<file path="config.mk">
export PLATFORM = sky130hd
export DESIGN_NAME = uart_cmd_rx
export DESIGN_NICKNAME = d
export VERILOG_FILES = /design/src/rtl/awg_uart_pkg.sv /design/src/rtl/uart_rx_sampler.sv /design/src/rtl/uart_cmd_rx.sv
export SDC_FILE = /design/constraint.sdc
export NUM_CORES = 1
export LEC_CHECK = 0
export CORE_ASPECT_RATIO = 0.8
export CORE_MARGIN = 1
export CORE_UTILIZATION = 50
export CTS_CLUSTER_SIZE = 8
export DETAILED_ROUTE_END_ITERATION = 8
export PLACE_DENSITY = 0.86
export SYNTH_ARGS = -nofsm -noshare
export SYNTH_HDL_FRONTEND = slang
export SYNTH_SLANG_ARGS = --single-unit
</file>
<file path="constraint.sdc">
create_clock -name CLK -period 1.8 [get_ports CLK]
set_input_delay 0.36 -clock CLK [delete_from_list [all_inputs] [get_ports CLK]]
set_output_delay 0.36 -clock CLK [all_outputs]
set_load 0.01 [all_outputs]
</file>
<file path="src/rtl/awg_uart_pkg.sv">
// Shared definitions for the UART command receiver: FSM states, parity
// encodings and the sample-tick divider calculation.
package awg_uart_pkg;

   typedef enum logic [2:0] {
      S_IDLE,
      S_START,
      S_DATA,
      S_PAR,
      S_STOP
   } rx_state_e;

   localparam int PAR_NONE = 0;
   localparam int PAR_ODD  = 1;
   localparam int PAR_EVEN = 2;

   // Clocks per sample tick, truncated, never below 1.
   function automatic int calc_div(input int clk_freq, input int baud, input int os);
      int d;
      d = clk_freq / (baud * os);
      return (d < 1) ? 1 : d;
   endfunction

endpackage

</file>
<file path="src/rtl/uart_rx_sampler.sv">
// Sample-tick divider plus 2-of-3 majority voter. Counters are held at zero
// while clear_i is high so every frame starts its bit timing from the start
// edge. vote_vld_o pulses once per bit, on the third mid-bit sample.
module uart_rx_sampler
   import awg_uart_pkg::*;
#(
   parameter int DIV        = 1,
   parameter int OVERSAMPLE = 16
) (
   input  logic clk_i,
   input  logic rst_i,
   input  logic clear_i,
   input  logic rxd_i,
   output logic vote_vld_o,
   output logic vote_o
);
   localparam int DW = (DIV > 1) ? $clog2(DIV) : 1;
   localparam int SW = $clog2(OVERSAMPLE);
   localparam logic [SW-1:0] M0 = SW'(OVERSAMPLE / 2 - 1);
   localparam logic [SW-1:0] M1 = SW'(OVERSAMPLE / 2);
   localparam logic [SW-1:0] M2 = SW'(OVERSAMPLE / 2 + 1);

   logic [DW-1:0] div_q, div_d;
   logic [SW-1:0] smp_q, smp_d;
   logic [1:0]    s_q, s_d;
   logic          tick;

   // Next-state for divider, in-bit sample index and the two early samples
   always_comb begin
      tick  = (div_q == DW'(DIV - 1));
      div_d = tick ? '0 : div_q + 1'b1;
      smp_d = tick ? smp_q + 1'b1 : smp_q;
      s_d   = s_q;
      if (tick && smp_q == M0) s_d[0] = rxd_i;
      if (tick && smp_q == M1) s_d[1] = rxd_i;
      if (clear_i) begin
         div_d = '0;
         smp_d = '0;
      end
   end

   // Counter and sample registers
   always_ff @(posedge clk_i or posedge rst_i) begin
      if (rst_i) begin
         div_q <= '0;
         smp_q <= '0;
         s_q   <= 2'b11;
      end else begin
         div_q <= div_d;
         smp_q <= smp_d;
         s_q   <= s_d;
      end
   end

   assign vote_vld_o = tick && !clear_i && (smp_q == M2);
   assign vote_o     = (s_q[0] & s_q[1]) | (s_q[0] & rxd_i) | (s_q[1] & rxd_i);

endmodule

</file>
<file path="src/rtl/uart_cmd_rx.sv">
// UART receiver with a one-deep hold register and command-field decode.
// Bits are acted on at the mid-bit vote, so the FSM advances mid-bit and a
// frame completes in the middle of its stop bit.
module uart_cmd_rx
   import awg_uart_pkg::*;
#(
   parameter int CLK_FREQ   = 50_000_000,
   parameter int BAUD       = 115_200,
   parameter int DATA_BITS  = 8,
   parameter int PARITY     = 0,
   parameter int OVERSAMPLE = 16
) (
   input  logic       CLK,
   input  logic       RST,
   input  logic       RX_Pin_In,
   input  logic       RX_En_Sig,
   input  logic       RX_Ready,
   output logic [7:0] RX_Data,
   output logic [3:0] Set,
   output logic [1:0] Type,
   output logic       RX_Valid,
   output logic       RX_Frame_Err,
   output logic       RX_Parity_Err,
   output logic       RX_Overrun
);
   localparam int DIV = calc_div(CLK_FREQ, BAUD, OVERSAMPLE);
   localparam int CW  = $clog2(DATA_BITS);

   logic [1:0]           sync_q, flush_q;
   logic                 prev_q, rxd, fall;
   rx_state_e            state_q, state_d;
   logic [CW-1:0]        bit_cnt_q, bit_cnt_d;
   logic [DATA_BITS-1:0] shift_q, shift_d;
   logic                 par_err_q, par_err_d;
   logic [7:0]           data_q, data_d;
   logic                 valid_q, valid_d, ferr_q, ferr_d, perr_q, perr_d, ovr_q, ovr_d;
   logic                 samp_clr, vote_vld, vote, frame_done, stop_bad, accept;

   // Synchronizer and edge history. prev_q only arms once the reset value has
   // flushed out of the synchronizer, so a line already low at reset release
   // is not mistaken for a start edge.
   always_ff @(posedge CLK or posedge RST) begin
      if (RST) begin
         sync_q  <= 2'b11;
         flush_q <= 2'b00;
         prev_q  <= 1'b0;
      end else begin
         sync_q  <= {sync_q[0], RX_Pin_In};
         flush_q <= {flush_q[0], 1'b1};
         prev_q  <= sync_q[1] & flush_q[1];
      end
   end

   assign rxd      = sync_q[1];
   assign fall     = prev_q & ~rxd;
   assign samp_clr = (state_q == S_IDLE);

   uart_rx_sampler #(
      .DIV        (DIV),
      .OVERSAMPLE (OVERSAMPLE)
   ) u_sampler (
      .clk_i      (CLK),
      .rst_i      (RST),
      .clear_i    (samp_clr),
      .rxd_i      (rxd),
      .vote_vld_o (vote_vld),
      .vote_o     (vote)
   );

   // Frame FSM next-state: start check, LSB-first shift, parity, stop
   always_comb begin
      state_d    = state_q;
      bit_cnt_d  = bit_cnt_q;
      shift_d    = shift_q;
      par_err_d  = par_err_q;
      frame_done = 1'b0;
      stop_bad   = 1'b0;
      case (state_q)
         S_IDLE: begin
            bit_cnt_d = '0;
            par_err_d = 1'b0;
            if (RX_En_Sig && fall) state_d = S_START;
         end
         S_START: if (vote_vld) state_d = vote ? S_IDLE : S_DATA;
         S_DATA: if (vote_vld) begin
            shift_d = {vote, shift_q[DATA_BITS-1:1]};
            if (bit_cnt_q == CW'(DATA_BITS - 1))
               state_d = (PARITY != PAR_NONE) ? S_PAR : S_STOP;
            else
               bit_cnt_d = bit_cnt_q + 1'b1;
         end
         S_PAR: if (vote_vld) begin
            par_err_d = (PARITY == PAR_ODD) ? ~(^shift_q ^ vote) : (^shift_q ^ vote);
            state_d   = S_STOP;
         end
         S_STOP: if (vote_vld) begin
            state_d    = S_IDLE;
            frame_done = 1'b1;
            stop_bad   = ~vote;
         end
         default: state_d = S_IDLE;
      endcase
      // Losing the enable throws the partial frame away
      if (state_q != S_IDLE && !RX_En_Sig) begin
         state_d    = S_IDLE;
         frame_done = 1'b0;
      end
   end

   // Hold register: load on completion unless a held frame is not being
   // taken this clock, in which case the new frame is dropped as overrun
   always_comb begin
      accept  = valid_q & RX_Ready;
      data_d  = data_q;
      ferr_d  = ferr_q;
      perr_d  = perr_q;
      valid_d = valid_q;
      ovr_d   = ovr_q;
      if (accept) begin
         valid_d = 1'b0;
         ovr_d   = 1'b0;
      end
      if (frame_done) begin
         if (!valid_q || RX_Ready) begin
            data_d  = 8'(shift_q);
            ferr_d  = stop_bad;
            perr_d  = par_err_q;
            valid_d = 1'b1;
         end else begin
            ovr_d = 1'b1;
         end
      end
   end

   // FSM, datapath and hold registers
   always_ff @(posedge CLK or posedge RST) begin
      if (RST) begin
         state_q   <= S_IDLE;
         bit_cnt_q <= '0;
         shift_q   <= '0;
         par_err_q <= 1'b0;
         data_q    <= '0;
         valid_q   <= 1'b0;
         ferr_q    <= 1'b0;
         perr_q    <= 1'b0;
         ovr_q     <= 1'b0;
      end else begin
         state_q   <= state_d;
         bit_cnt_q <= bit_cnt_d;
         shift_q   <= shift_d;
         par_err_q <= par_err_d;
         data_q    <= data_d;
         valid_q   <= valid_d;
         ferr_q    <= ferr_d;
         perr_q    <= perr_d;
         ovr_q     <= ovr_d;
      end
   end

   assign RX_Data       = data_q;
   assign Set           = {data_q[2], data_q[3], data_q[4], data_q[5]};
   assign Type          = {data_q[0], data_q[1]};
   assign RX_Valid      = valid_q;
   assign RX_Frame_Err  = ferr_q;
   assign RX_Parity_Err = perr_q;
   assign RX_Overrun    = ovr_q;

endmodule

</file>
==> metrics.md <==
| Metric | Value |
|---|---|
| Worst hold path class | `reg -> reg` |
| Starting density of the core | `between 50% and 60%` |
| Achievable Freq | `562 MHz` |
| Drt via density | `5.27` |
| Endpoints failing setup | `0` |
| Area of the core | `about 3800 um^2` |
| Inserted Clock Buffers | `5` |
| FILL cells | `250` |
| Net switching power of the design | `405 uW` |
| Synth cell types | `39` |
| Max H-tree Level | `2` |
| Post-synthesis cell area | `roughly 2000 um^2` |
| Power share of the sequential group | `around 50%` |
| Cts-stage hold buffer count | `0` |
| Number of global-route vias before repair | `between 1,000 and 1,500` |
| Synth warn | `0` |
| Critical Path Fanout Max | `3` |
| Chip width | `72.8 um` |
| Minimum clock period | `around 1800 ps` |
| Clock Latency Late Sink | `roughly 310 ps` |
| Area grow syn2layout | `31.0%` |
| GP Congestion | `0.882` |
| Min-Delay Startpoint | `flush_q[0]$_DFF_PP0_` |
| Placed cell count | `242` |
| First-pass GRT wire length | `approximately 6400 um` |
| Cell taking the most area after synthesis | `dfrtp_1` |
| CP Class | `reg -> reg` |
| P_int | `1.56 mW` |
| Fin Setup TNS | `0 ps` |
| Metal3 WL | `124 um` |
| Sw frac | `between 20 and 25%` |
| Syn Area/Cell | `around 13 um^2` |
| Port bufs | `22` |
| Initial antenna violation count | `0` |
| Share of cells above drive strength 1 | `~35%` |
| CTS sink cnt | `43` |
| Clock-pin slew on the worst setup and hold paths | `around 80 ps` |
| RR Startpoint | `bit_cnt_q[0]$_DFFE_PP0P_` |
| CP Data Arrival Time | `slightly below 2000 ps` |
| Final hold violations | `0` |
| Pre-CTS WS | `-228 ps` |
| Maximum root-to-sink buffer count | `2` |
| Largest net degree at the start of global routing | `30` |
| CP Launch Type | `register` |
| Final Cycle Share | `between 90 and 100%` |
| DR top layer | `met4` |
| Crit path launch | `bit_cnt_q[0]$_DFFE_PP0P_` |
| PwrDens | `between 700 and 800 nW/um^2` |
| Wire length per cell | `between 15 and 20 um` |
| Hold Slack | `between 300 and 400 ps` |
| Met2 wire length | `about 2200 um` |
| Combinational power share | `3.5%` |
| RSZ-0062 raised after global routing | `true` |
| GRT Overall Usage | `between 20% and 30%` |
| Final Worst Setup Slack | `approximately 20 ps` |
| Die area | `about 4300 um^2` |
| Die Ht | `58.6 um` |
| Detailed-route via count | `1,360` |
| Dpl hpwl | `roughly 2700 um` |
| Worst Clk Skew | `approximately 19 ps` |
| Finished Cell Area | `~2600 um^2` |
| Grt total ovfl | `0` |
| Post-layout nets | `~210` |
| P_leak | `~1.2 nW` |
| Dominant synthesized flop cell | `dfrtp_1` |
| Fin. max-slew vios | `0` |
| CTS tree | `done` |
| Crit end category | `register` |
| Register area share after synthesis | `54.0%` |
| Drt total wl | `between 4000 and 5000 um` |
| ANT nets after route | `0` |
| Largest cells by area after synthesis | `dfrtp_1, mux2_2, dfstp_2, ha_1, xnor2_1` |
| Req. time, crit path | `slightly below 2000 ps` |
| Clock power frac | `a little under half` |
| DRT met1 WL | `1860 um` |
| Initial DRC count | `82` |
| Max Cap Viol | `0` |
| Peak supply drop | `715 uV` |
| #FFs+latches synth | `between 40 and 50` |
| Drt drc | `0` |
| Cells after Synth | `159` |
| Post-Place Cell Area | `around 2300 um^2` |
| Drt pass-1 iters | `4` |
| Non-filler cells, final | `between 200 and 300` |
| # IOs | `23` |
| # rows | `20` |
| Root buffer cell | `clkbuf_8` |
| Post-synth EDFFs | `0` |
| FFs w/ async S/R, synth | `100%` |
| Synthesized Nets | `171` |
| Ant. Diodes | `0` |
| Post-synth top area share | `slightly below 50%` |
| Status | `finished clean` |
-- layer usage --
layer	global-route usage, %	vias to the layer above
met5	0	-
met4	8.12	0
met3	4.79	7
met2	35.0	24
met1	26.3	702
li1	-	627
-- power groups by stage --
| stage | sequential (mW) | combinational (mW) | clock, mW |
|---|---|---|---|
| finish | 0.983 | 0.0681 | 0.912 |
| global placement | 1.00 | 0.0585 | 0 |
| CTS | 0.982 | 0.0651 | 0.908 |
| global route | 0.985 | 0.0758 | 0.955 |
| floorplan | 0.999 | 0.0334 | 0 |
| detailed placement | 1.00 | 0.0619 | 0 |
-- cell usage after synthesis, drive strengths merged (3+ instances only) --
library cell,number
a21oi,5
buf,7
dfrtp,39
dfstp,4
ha,7
inv,5
mux2,22
nand2,10
nand3,3
nand4b,3
nor2,14
xnor2,7
xor2,4
-- cells by family (layout without fill, tap and decap cells) --
kind of cell	Yosys count	count (layout)	synth area share [%]
mux	22	22	12.4
xor+xnor	12	12	5.93
fa+ha+maj	8	8	4.87
flops	43	43	54.0
simple gates	44	44	13.6
other cells	1	1	0.187
buf+inv	14	58	3.94
compound gates	15	15	5.18
-- flip-flops by register name, indices dropped and copies added (netlist names) --
signal and cells:
RX_Parity_Err 1, state_q 3, bit_cnt_q 3, RX_Valid 1, RX_Data 8, RX_Frame_Err 1, sync_q 2, par_err_q 1
u_sampler.s_q 2, RX_Overrun 1, prev_q 1, u_sampler.smp_q 4, u_sampler.div_q 5, flush_q 2, shift_q 8
-- cell usage in the layout (no fill, tap or decap), drive strengths merged, types with 3 or more instances in the layout --
master,instances
dfrtp,39
buf,23
clkdlybuf4s50,22
mux2,22
nor2,14
nand2,10
xnor2,7
ha,7
clkbuf,5
a21oi,5
inv,5
xor2,4
dfstp,4
nand3,3
nand4b,3
-- path summary, 6_finish.rpt --
kind                                       endpoint  slack, ps  depth (start not counted)
max in group asynchronous    state_q[1]$_DFFE_PP0P_       1080                          3
setup reg to reg             state_q[1]$_DFFE_PP0P_         20                          5
min in group asynchronous  bit_cnt_q[2]$_DFFE_PP0P_        370                          3
hold reg to reg                flush_q[1]$_DFF_PP0_        360                          0
setup / recovery             state_q[1]$_DFFE_PP0P_         20                          5
hold / removal                 flush_q[1]$_DFF_PP0_        360                          0
-- critical path, stage by stage (launching register included) --
cell     delay [ps]
dfrtp_1         400
ha_2            200
ha_4            170
or3_4           380
a21oi_4         200
mux2_4          310
-- layout make-up --
cell class | count | area [um^2] | share of cell area, %
Sequential cell | 43 | 1080 | 41.2
Tap cell | 55 | 68.8 | 2.62
Clock inverter | 3 | 67.6 | 2.57
Clock buffer | 5 | 68.8 | 2.62
Multi-Input combinational cell | 102 | 923 | 35.2
Timing Repair Buffer | 45 | 397 | 15.1
Inverter | 5 | 18.8 | 0.715
-- stage by stage --
step                power, mW  utilization (%)
CTS                      1.95             66.5
global route             2.02             68.6
floorplan                1.03                -
detailed placement       1.06             61.2
global placement         1.06             61.2
finish                   1.96             68.6
-- timing repair --
| item | 4_1_cts | 5_1_grt |
|---|---|---|
| buffers inserted | 4 | 3 |
| cloned | 1 | 0 |
| pin swaps | 3 | 2 |
| setup endpoints to repair | 12 | 24 |
| gates resized for setup | 7 | 13 |
(Power assumes the default switching activity.)
